File: src/rtl/dm_ctrl_pkg.sv
// rtl/dm_ctrl_pkg.sv - shared constants, state encoding and helpers for the data-memory controller
package dm_ctrl_pkg;

    localparam int DM_DATA_W = 32;
    localparam int DM_TYPE_W = 3;
    localparam int DM_ADDR_W = 9;

    localparam logic [DM_TYPE_W-1:0] DM_WORD   = 3'b000;
    localparam logic [DM_TYPE_W-1:0] DM_HALF   = 3'b001;
    localparam logic [DM_TYPE_W-1:0] DM_HALF_U = 3'b010;
    localparam logic [DM_TYPE_W-1:0] DM_BYTE   = 3'b011;
    localparam logic [DM_TYPE_W-1:0] DM_BYTE_U = 3'b100;

    localparam logic [2:0] ST_IDLE  = 3'd0;
    localparam logic [2:0] ST_RD    = 3'd1;
    localparam logic [2:0] ST_EXT   = 3'd2;
    localparam logic [2:0] ST_MERGE = 3'd3;
    localparam logic [2:0] ST_WR    = 3'd4;
    localparam logic [2:0] ST_DONE  = 3'd5;

    // Illegal access type, or an address not aligned to the access size.
    function automatic logic dm_access_err(input logic [DM_TYPE_W-1:0] dm_type,
                                           input logic [1:0] lsb);
        case (dm_type)
            DM_WORD:              return lsb != 2'b00;
            DM_HALF, DM_HALF_U:   return lsb[0];
            DM_BYTE, DM_BYTE_U:   return 1'b0;
            default:              return 1'b1;
        endcase
    endfunction

endpackage

File: src/rtl/dm_ctrl_if.sv
// rtl/dm_ctrl_if.sv - request/response bundle between the CPU data port and dm_ctrl
interface dm_ctrl_if import dm_ctrl_pkg::*; #(
    parameter int ADDR_W = DM_ADDR_W
) ();
    logic                 req_valid;
    logic                 req_ready;
    logic                 mem_w;
    logic [ADDR_W-1:0]    addr;
    logic [DM_TYPE_W-1:0] dmType;
    logic [DM_DATA_W-1:0] wdata;
    logic [DM_DATA_W-1:0] rdata;
    logic                 done;
    logic                 err;

    modport master (
        output req_valid, mem_w, addr, dmType, wdata,
        input  req_ready, rdata, done, err
    );

    modport slave (
        input  req_valid, mem_w, addr, dmType, wdata,
        output req_ready, rdata, done, err
    );
endinterface

File: src/rtl/dm_word_ram.sv
// rtl/dm_word_ram.sv - single-port word RAM, registered read, no reset
module dm_word_ram import dm_ctrl_pkg::*; #(
    parameter int ADDR_W    = DM_ADDR_W,
    parameter bit INIT_ZERO = 1'b1
) (
    input  logic                 clk,
    input  logic                 en,
    input  logic                 we,
    input  logic [ADDR_W-3:0]    waddr,
    input  logic [DM_DATA_W-1:0] din,
    output logic [DM_DATA_W-1:0] dout
);
    localparam int DEPTH = 1 << (ADDR_W - 2);

    generate
        if (INIT_ZERO) begin : g_zero
            logic [DM_DATA_W-1:0] mem [DEPTH] = '{default: '0};

            // One access per cycle: write when we, otherwise register the read word.
            always_ff @(posedge clk) begin
                if (en) begin
                    if (we) mem[waddr] <= din;
                    else    dout       <= mem[waddr];
                end
            end
        end else begin : g_noinit
            logic [DM_DATA_W-1:0] mem [DEPTH];

            // One access per cycle: write when we, otherwise register the read word.
            always_ff @(posedge clk) begin
                if (en) begin
                    if (we) mem[waddr] <= din;
                    else    dout       <= mem[waddr];
                end
            end
        end
    endgenerate
endmodule

File: src/rtl/dm_ctrl.sv
// rtl/dm_ctrl.sv - data-memory access controller with sub-word RMW stores and load extension
module dm_ctrl import dm_ctrl_pkg::*; #(
    parameter int ADDR_W    = DM_ADDR_W,
    parameter bit INIT_ZERO = 1'b1
) (
    input  logic   clk,
    input  logic   reset,
    dm_ctrl_if.slave bus
);
    logic [2:0]           state;
    logic                 mem_w_q;
    logic [ADDR_W-1:0]    addr_q;
    logic [DM_TYPE_W-1:0] type_q;
    logic [DM_DATA_W-1:0] wdata_q;
    logic                 err_q;
    logic [DM_DATA_W-1:0] rdata_q;

    logic                 accept;
    logic                 acc_err;
    logic                 ram_en;
    logic                 ram_we;
    logic [DM_DATA_W-1:0] ram_din;
    logic [DM_DATA_W-1:0] ram_dout;
    logic [DM_DATA_W-1:0] shifted;
    logic [7:0]           byte_lane;
    logic [15:0]          half_lane;
    logic [DM_DATA_W-1:0] ext_word;
    logic [DM_DATA_W-1:0] merged;

    assign accept  = bus.req_valid && (state == ST_IDLE);
    assign acc_err = dm_access_err(bus.dmType, bus.addr[1:0]);

    assign bus.req_ready = (state == ST_IDLE);
    assign bus.done      = (state == ST_DONE);
    assign bus.err       = (state == ST_DONE) && err_q;
    assign bus.rdata     = rdata_q;

    // RAM is touched only in RD (read) and MERGE/WR (write); reset forces IDLE so no write slips through.
    assign ram_en  = (state == ST_RD) || (state == ST_MERGE) || (state == ST_WR);
    assign ram_we  = (state == ST_MERGE) || (state == ST_WR);
    assign ram_din = (state == ST_WR) ? wdata_q : merged;

    dm_word_ram #(
        .ADDR_W    (ADDR_W),
        .INIT_ZERO (INIT_ZERO)
    ) u_ram (
        .clk   (clk),
        .en    (ram_en),
        .we    (ram_we),
        .waddr (addr_q[ADDR_W-1:2]),
        .din   (ram_din),
        .dout  (ram_dout)
    );

    // Lane extraction with sign/zero extension, and lane replacement for sub-word stores.
    always_comb begin
        shifted   = ram_dout >> {addr_q[1:0], 3'b000};
        byte_lane = shifted[7:0];
        half_lane = addr_q[1] ? ram_dout[31:16] : ram_dout[15:0];
        ext_word  = ram_dout;
        merged    = ram_dout;
        case (type_q)
            DM_HALF:   ext_word = {{16{half_lane[15]}}, half_lane};
            DM_HALF_U: ext_word = {16'h0000, half_lane};
            DM_BYTE:   ext_word = {{24{byte_lane[7]}}, byte_lane};
            DM_BYTE_U: ext_word = {24'h000000, byte_lane};
            default:   ext_word = ram_dout;
        endcase
        case (type_q)
            DM_HALF, DM_HALF_U: merged[{addr_q[1], 4'b0000} +: 16] = wdata_q[15:0];
            DM_BYTE, DM_BYTE_U: merged[{addr_q[1:0], 3'b000} +: 8] = wdata_q[7:0];
            default:            merged = ram_dout;
        endcase
    end

    // Controller FSM: capture on accept, then sequence read / extend / merge / write / done.
    always_ff @(posedge clk or posedge reset) begin
        if (reset) begin
            state   <= ST_IDLE;
            mem_w_q <= 1'b0;
            addr_q  <= '0;
            type_q  <= '0;
            wdata_q <= '0;
            err_q   <= 1'b0;
            rdata_q <= '0;
        end else begin
            case (state)
                ST_IDLE: begin
                    if (accept) begin
                        mem_w_q <= bus.mem_w;
                        addr_q  <= bus.addr;
                        type_q  <= bus.dmType;
                        wdata_q <= bus.wdata;
                        err_q   <= acc_err;
                        if (acc_err)
                            state <= ST_DONE;
                        else if (bus.mem_w && (bus.dmType == DM_WORD))
                            state <= ST_WR;
                        else
                            state <= ST_RD;
                    end
                end
                ST_RD:    state <= mem_w_q ? ST_MERGE : ST_EXT;
                ST_EXT: begin
                    rdata_q <= ext_word;
                    state   <= ST_DONE;
                end
                ST_MERGE: state <= ST_DONE;
                ST_WR:    state <= ST_DONE;
                ST_DONE:  state <= ST_IDLE;
                default:  state <= ST_IDLE;
            endcase
        end
    end
endmodule

File: src/flat_wrapper.sv
// flat-port wrapper written by rule: the top's interface ports become plain ports
module dm_ctrl_flat import dm_ctrl_pkg::*;
#(
    parameter int ADDR_W    = DM_ADDR_W,
    parameter bit INIT_ZERO = 1'b1
)
  (clk, reset, bus_req_valid, bus_mem_w, bus_addr, bus_dmType, bus_wdata, bus_req_ready, bus_rdata, bus_done, bus_err);
  dm_ctrl_if #(.ADDR_W(ADDR_W)) bus_i ();
  input  logic clk;
  input  logic reset;
  input wire logic [$bits(bus_i.req_valid)-1:0] bus_req_valid;
  input wire logic [$bits(bus_i.mem_w)-1:0] bus_mem_w;
  input wire logic [$bits(bus_i.addr)-1:0] bus_addr;
  input wire logic [$bits(bus_i.dmType)-1:0] bus_dmType;
  input wire logic [$bits(bus_i.wdata)-1:0] bus_wdata;
  output wire logic [$bits(bus_i.req_ready)-1:0] bus_req_ready;
  output wire logic [$bits(bus_i.rdata)-1:0] bus_rdata;
  output wire logic [$bits(bus_i.done)-1:0] bus_done;
  output wire logic [$bits(bus_i.err)-1:0] bus_err;
  assign bus_i.req_valid = bus_req_valid;
  assign bus_i.mem_w = bus_mem_w;
  assign bus_i.addr = bus_addr;
  assign bus_i.dmType = bus_dmType;
  assign bus_i.wdata = bus_wdata;
  assign bus_req_ready = bus_i.req_ready;
  assign bus_rdata = bus_i.rdata;
  assign bus_done = bus_i.done;
  assign bus_err = bus_i.err;
  dm_ctrl #(.ADDR_W(ADDR_W), .INIT_ZERO(INIT_ZERO)) u_core (.clk(clk), .reset(reset), .bus(bus_i));
endmodule
File: config.mk
export PLATFORM = sky130hd
export DESIGN_NAME = dm_ctrl_flat
export DESIGN_NICKNAME = d
export VERILOG_FILES = /design/src/rtl/dm_ctrl_pkg.sv /design/src/rtl/dm_ctrl_if.sv /design/src/rtl/dm_word_ram.sv /design/src/rtl/dm_ctrl.sv /design/src/flat_wrapper.sv
export SDC_FILE = /design/constraint.sdc
export NUM_CORES = 2
export LEC_CHECK = 0
export BUFFER_PORTS_ARGS = -buffer_cell sky130_fd_sc_hd__buf_2
export CAP_MARGIN = 40
export CORE_MARGIN = 4
export CORE_UTILIZATION = 40
export CTS_CLUSTER_DIAMETER = 200
export CTS_CLUSTER_SIZE = 24
export DETAILED_ROUTE_END_ITERATION = 6
export REMOVE_ABC_BUFFERS = 1
export SYNTH_ARGS = -nofsm -noshare
export SYNTH_HDL_FRONTEND = slang
export SYNTH_SLANG_ARGS = --single-unit
File: constraint.sdc
create_clock -name clk -period 8.7 [get_ports clk]
set_input_delay 1.305 -clock clk [delete_from_list [all_inputs] [get_ports clk]]
set_output_delay 1.305 -clock clk [all_outputs]
set_load 0.005 [all_outputs]
Word level (Yosys, flattened, before mapping). Memory sizes are Yosys's and may differ from the RTL's. A register that Yosys moved wholly into a read port is not among the register bits. Cells that the tools add are included.

Register bits after elaboration: 81. Latch bits: 0. RAM bits: 4096. Memory bits (read-only): 0. Input port bits: 48. Output and inout bits: 35. Word-level logic and storage cells: 61. Memories: 1.

Memories: u_core.u_ram.g_zero.mem (words 128, bits a word 32, read ports 1, clocked after Yosys merged registers in 1, wr ports 1, RTL line dm_word_ram.sv:17) `logic [DM_DATA_W-1:0] mem [DEPTH] = '{default: '0};`.

$add $sub $neg: 2. Multiply operators: 0. Div/mod/pow operators: 0. Magnitude comparators: 0. Eq/ne operators: 14. Shift-type cells: 5. Muxes and demuxes: 15. Bitwise operators: 1. Reductions and logical operators: 16.

Operators by type and width (count): 32-bit one-hot mux with 4 select lines (1); 32-bit bitwise mux (2); 32-bit one-hot mux with 2 select lines (1); 32-bit 2-to-1 mux (1); 16-bit by 7-bit variable shift with 32-bit output, first input constant (1); 8-bit by 7-bit variable shift with 32-bit output, first input constant (1); 16-bit by 7-bit variable part select with 32-bit output (1); 8-bit by 7-bit variable part select with 32-bit output (1); 32-bit by 5-bit >> shifter with 8-bit output (1); 3-bit by 2-bit equality test with 1-bit output, second input constant (6); 16-bit 2-to-1 mux (1); 5-bit negation with 7-bit output (2); 3-bit equality test, second input constant (4); 3-bit by 1-bit equality test with 1-bit output, second input constant (3); 3-bit 2-to-1 mux (3); 3-bit one-hot mux with 3 select lines (1); 2-bit OR reduction (4); 3-bit logical NOT (2); 1-bit 2-to-1 mux (4); 2-bit AND reduction (2); 1-bit logical AND (3); 1-bit logical OR (3); 1-bit one-hot mux with 3 select lines (1); 3-bit OR reduction (1); 3 further kinds (3).

Logic depth before layout (Yosys ltp).
Word-level depth: 6. Gate-level depth with buffers: 9. Gate-level depth less buffers: 7.

Hierarchy. A second synthesis with hierarchy kept.

Cells, all modules: 9470. Area total of the unflattened synthesis: 162712.3 µm².

By module, submodules not included: dm_word_ram (instances 1, cells each 8968, area each 158067.8 µm², sequential area each 123958.9 µm²); dm_ctrl (instances 1, cells each 502, area each 4644.5 µm², sequential area each 2026.9 µm²).

Worst setup path before layout. Ideal clock, no wire load.

Path kind: register to register. From: register u_core.addr_q[0]. To: memory u_core.u_ram.g_zero.mem[0][27] (data pin). Library setup time: 0.892 ns. Arrival time: 5.324 ns. Required time: 7.808 ns. Path slack: 2.484 ns. Cell stages (with the launch flop): 10. Buffers on the path: 2. Clock period less this slack: 6.216 ns. Path through: dfrtp_1 clkbuf_1 inv_1 ha_1 nor4bb_1 clkbuf_1 nand2_1 o21ai_0 a222oi_1 a21oi_1.

Word-level cells in the longest chain between the ends: 5. Elaborated cells between the ends (all ways): 6. Classes of those cells: add/sub (1); shift (2); mux (3).

RTL lines: start: declaration (RTL line dm_ctrl.sv:12) `logic [ADDR_W-1:0] addr_q;`; start signal: assignment (RTL line dm_ctrl.sv:91) `addr_q <= bus.addr;`; 5-bit negation with 7-bit output (*) (RTL line dm_ctrl.sv:71) `DM_BYTE, DM_BYTE_U: merged[{addr_q[1:0], 3'b000} +: 8] = wdata_q[7:0];`; 8-bit by 7-bit variable part select with 32-bit output or 8-bit by 7-bit variable shift with 32-bit output (tied branches) (RTL line dm_ctrl.sv:71); 32-bit bitwise mux (*) (RTL line dm_ctrl.sv:71); 32-bit one-hot mux with 2 select lines (*) (RTL line dm_ctrl.sv:69) `case (type_q)`; 32-bit 2-to-1 mux (*) (RTL line dm_ctrl.sv:41) `assign ram_din = (state == ST_WR) ? wdata_q : merged;`; net u_core.ram_din[27] (RTL line dm_ctrl.sv:22) `logic [DM_DATA_W-1:0] ram_din;`; end: declaration (RTL line dm_word_ram.sv:17).

Mark *: on every way through the listed nets, which the timed path passes. The rest lies on a longest branch.

==> parameters.txt <==
Parameter                              Value

Yosys
  Synthesized cell area ... 161000 um^2
  Synthesized instance count ... 6452
  Share of synthesized area occupied by flip-flops and latches ... 0.7825
  EDFF count, synth ... a little over 4000
  Number of different library cells in the post-synthesis netlist ... 51
  Count of synthesis-stage warnings from yosys ... 0
  Dominant cell type by area after synthesis ... sky130_fd_sc_hd__edfxtp_1
  Fraction of registers with async set or reset after synthesis ... 0.01924
  Syn Area/Cell ... 24.95 um^2
  Top cells by area in the synthesized netlist ... sky130_fd_sc_hd__edfxtp_1 77%, sky130_fd_sc_hd__mux4_2 19%, sky130_fd_sc_hd__dfrtp_1 1.3%
  Most used flip-flop cell after synthesis ... sky130_fd_sc_hd__edfxtp_1
  Top cell type's share of synthesized area ... 0.7699
  Flip-flop and latch count after synthesis ... 4209

Worst setup path
  Worst path required time ... roughly 9400 ps
  Max stage delay on crit path ... around 950 ps
  Worst EP arrival ... 5480 ps
  Crit start category ... register
  Type of destination of the critical path ... register
  Critical R2R Launch ... u_core.addr_q[4]
  CP cell instances ... buf_4 -> buf_12 -> mux4_2 -> mux4_2 -> mux4_2 -> mux2_2
  Kind of critical path ... register to register
  Number of cells on the worst reg-to-reg path ... 6
  Worst Path Max Fanout ... around 130
  Dominant cell type by count on the critical path ... sky130_fd_sc_hd__mux4_2
  Endpoint of the most critical register-to-register path ... u_core.u_ram.dout[7]
  CP max stage cell ... sky130_fd_sc_hd__dfrtp_4
  Setup slack on the worst flop-to-flop path ... 3900 ps

CTS
  Number of buffers created by CTS ... 197
  CTS tree ... done
  Worst-skew pair later-pin latency ... 930 ps
  Number of levels the H-tree was split into ... 4
  CTS max path bufs ... 4
  Post-CTS setup buffer count ... 0
  Buffer type at the clock tree root ... sky130_fd_sc_hd__clkbuf_16
  Clock input transition at the sequential cells of the worst setup and hold paths ... 100 ps
  Number of clock sinks seen by CTS ... 4209
  # hold bufs at CTS ... 0
  Number of gates resized after cts ... 0

GRT
  Antenna violations before repair ... 53
  Wire length of the first global-routing pass ... between 600 and 700 mm
  Global router's overall resource usage ... 0.2071
  Number of global-route vias before repair ... 72710
  Maximum number of pins on one net before global-route repair ... 134
  Grt ovf ... 0

Route
  Remaining design rule violation count ... 5
  Number of iterations in the first detailed-routing pass ... 7
  Ratio of routed vias to standard cells ... 6.097
  WL/cell ... about 36 um
  Violation count after the first detailed-route iteration ... ~11000
  Total number of vias ... 73550
  Total wire length after detailed routing ... 435.3 mm
  Number of nets still failing antenna checks after routing ... 0

Layout
  Total number of nets in the final design ... approximately 6700
  Signed area change from the synthesized netlist to the final layout ... 9.450%
  Post-route insts no fill ... 12060
  Most frequent cells in the layout ... 4128 x sky130_fd_sc_hd__edfxtp_1, 1345 x sky130_fd_sc_hd__mux4_2, 230 x sky130_fd_sc_hd__buf_4
  Number of filler cells placed in the layout ... roughly 33000
  Final instance area ... 176200 um^2
  Final Core Density ... 0.4406
  Fraction of final layout cells sized beyond drive strength 1 ... 0.3220
  Most common library cell in the layout ignoring fill and taps ... sky130_fd_sc_hd__edfxtp_1

STA
  Transition at the pin with the smallest max-transition slack ... 1015 ps
  Time the final worst path needs with I/O delays and setup ... 4803 ps
  Headroom to the max-slew limit ... 0.3230
  Endpoints failing setup ... 0
  Tightest hold margin ... about 450 ps
  Hold Vio Cnt, Final ... 0
  Setup repair after global routing missed its margin ... false
  Final Worst Setup Slack ... 3897 ps
  Setup clock skew after layout ... 79.85 ps
  Post-route clock period utilization ... 0.5520
  Max Clk Rate ... 208.2 MHz
  Count of final max-slew check failures ... 0
  Setup Total Neg Slack ... 0 ps

Placement
  Final weighted congestion in routability-driven placement ... 0.8749
  Count of port buffers added during placement ... 82
  HPWL after detailed placement ... 246.7 mm
  Cells after DPL ... 11730
  Worst slack at placement ... 3834 ps
  Cell area after placement ... ~170000 um^2

Floorplanning
  Width of the chip ... 642.4 um
  Y dimension of the die ... about 640 um
  Number of core rows ... 232
  Core outline area ... 400000 um^2
  Die outline area ... 412700 um^2
  Top-Level Pins ... 83
  Initial Util ... 0.4025

Power
  P per Cell Area ... 382.4 nW/um^2
  Tot Pwr ... 67.38 mW
  Leakage power total ... 52.55 nW
  Worst vdd ir ... ~560 uV

Hold path
  Hold WC Path Type ... input pin to async pin

Flow run
  Maximum Capacitance Violations ... 0

Run status
  Result of the run ... complete, but fails checks
  Violated checks ... design-rule violations
metal layers:
metal	routed length [um]	GRT usage
met2	206300	0.3252
met4	19520	0.08082
met3	37510	0.03320
met5	23	0
met1	171900	0.2927
sequential cells by signal, summed over array words and instances (netlist names):
signal                   count
u_core.err_q                 1
u_core.wdata_q              32
u_core.addr_q                9
u_core.type_q                3
u_core.u_ram.g_zero.mem   4096
u_core.mem_w_q               1
u_core.state                 3
u_core.bus.rdata            32
u_core.u_ram.dout           32
cells by family (layout without fill, tap and decap cells):
family / Yosys count / after routing / share of synthesized area
AOI/OAI and AO/OA: 148 / 148 / 0.006131
DFF: 4209 / 4209 / 0.7825
xor gates and xnor gates: 2 / 2 / 0.0001088
muxes: 1427 / 1427 / 0.1938
other: 0 / 40 / 0
and+or+nand+nor: 291 / 291 / 0.007406
buffers and inverters: 369 / 675 / 0.009613
adders and majority gates: 6 / 6 / 0.0004507
synth_stat cells, types with 3 or more instances:
master,count
sky130_fd_sc_hd__and2_1,6
sky130_fd_sc_hd__buf_6,5
sky130_fd_sc_hd__a22oi_1,16
sky130_fd_sc_hd__o21ai_0,17
sky130_fd_sc_hd__edfxtp_1,4128
sky130_fd_sc_hd__mux4_2,1345
sky130_fd_sc_hd__dfrtp_1,81
sky130_fd_sc_hd__nor3_1,5
sky130_fd_sc_hd__mux2_2,74
sky130_fd_sc_hd__buf_2,100
sky130_fd_sc_hd__a21oi_1,56
sky130_fd_sc_hd__a221oi_1,7
sky130_fd_sc_hd__mux2i_1,8
sky130_fd_sc_hd__nand2_1,58
sky130_fd_sc_hd__buf_1,35
sky130_fd_sc_hd__a31oi_1,3
sky130_fd_sc_hd__nor2_1,195
sky130_fd_sc_hd__a22o_1,16
sky130_fd_sc_hd__inv_1,24
sky130_fd_sc_hd__o31ai_1,9
sky130_fd_sc_hd__clkbuf_1,205
sky130_fd_sc_hd__a222oi_1,9
sky130_fd_sc_hd__nor2b_1,10
sky130_fd_sc_hd__nand3_1,4
sky130_fd_sc_hd__ha_1,5
worst max path at each step:
stage,startpoint,endpoint,slack (ps),depth (start not counted)
2_1_floorplan,u_core.addr_q[2],u_core.u_ram.g_zero.mem[108][0],-32830,3
3_3_place_gp,u_core.addr_q[2],u_core.u_ram.dout[12],3780,6
3_5_place_dp,u_core.addr_q[2],u_core.u_ram.dout[20],3830,6
4_1_cts,u_core.addr_q[2],u_core.u_ram.dout[20],3830,6
5_1_grt,u_core.addr_q[2],u_core.u_ram.dout[20],3690,6
6_report,u_core.addr_q[4],u_core.u_ram.dout[7],3900,6
worst max-delay path: cells and delay by family, from the launching register on:
family | cells | cell delay, ps
buffers and inverters | 2 | 1300
multiplexers | 4 | 2050
flip-flops | 1 | 950
report_power, final:
group / switching, mW / total (mW) / internal, mW
logic: 17.3 / 25.8 / 8.48
registers: 1.02 / 31.2 / 30.2
clock network: 6.08 / 10.4 / 4.32
total: 24.4 / 67.4 / 42.9
cell type report:
| cell class | count | area, um^2 | area share |
|---|---|---|---|
| sequential | 4209 | 126000 | 0.7151 |
| multi-input combinational | 1874 | 34820 | 0.1976 |
| tap | 5265 | 6588 | 0.03738 |
| clock buffer | 282 | 5355 | 0.03039 |
| timing repair buffer | 360 | 3136 | 0.01779 |
| clock inverter | 9 | 118.9 | 0.0006745 |
| antenna | 40 | 100.1 | 0.0005680 |
| inverter | 24 | 92.59 | 0.0005254 |
Note: power is estimated with default switching activity, not from simulation.
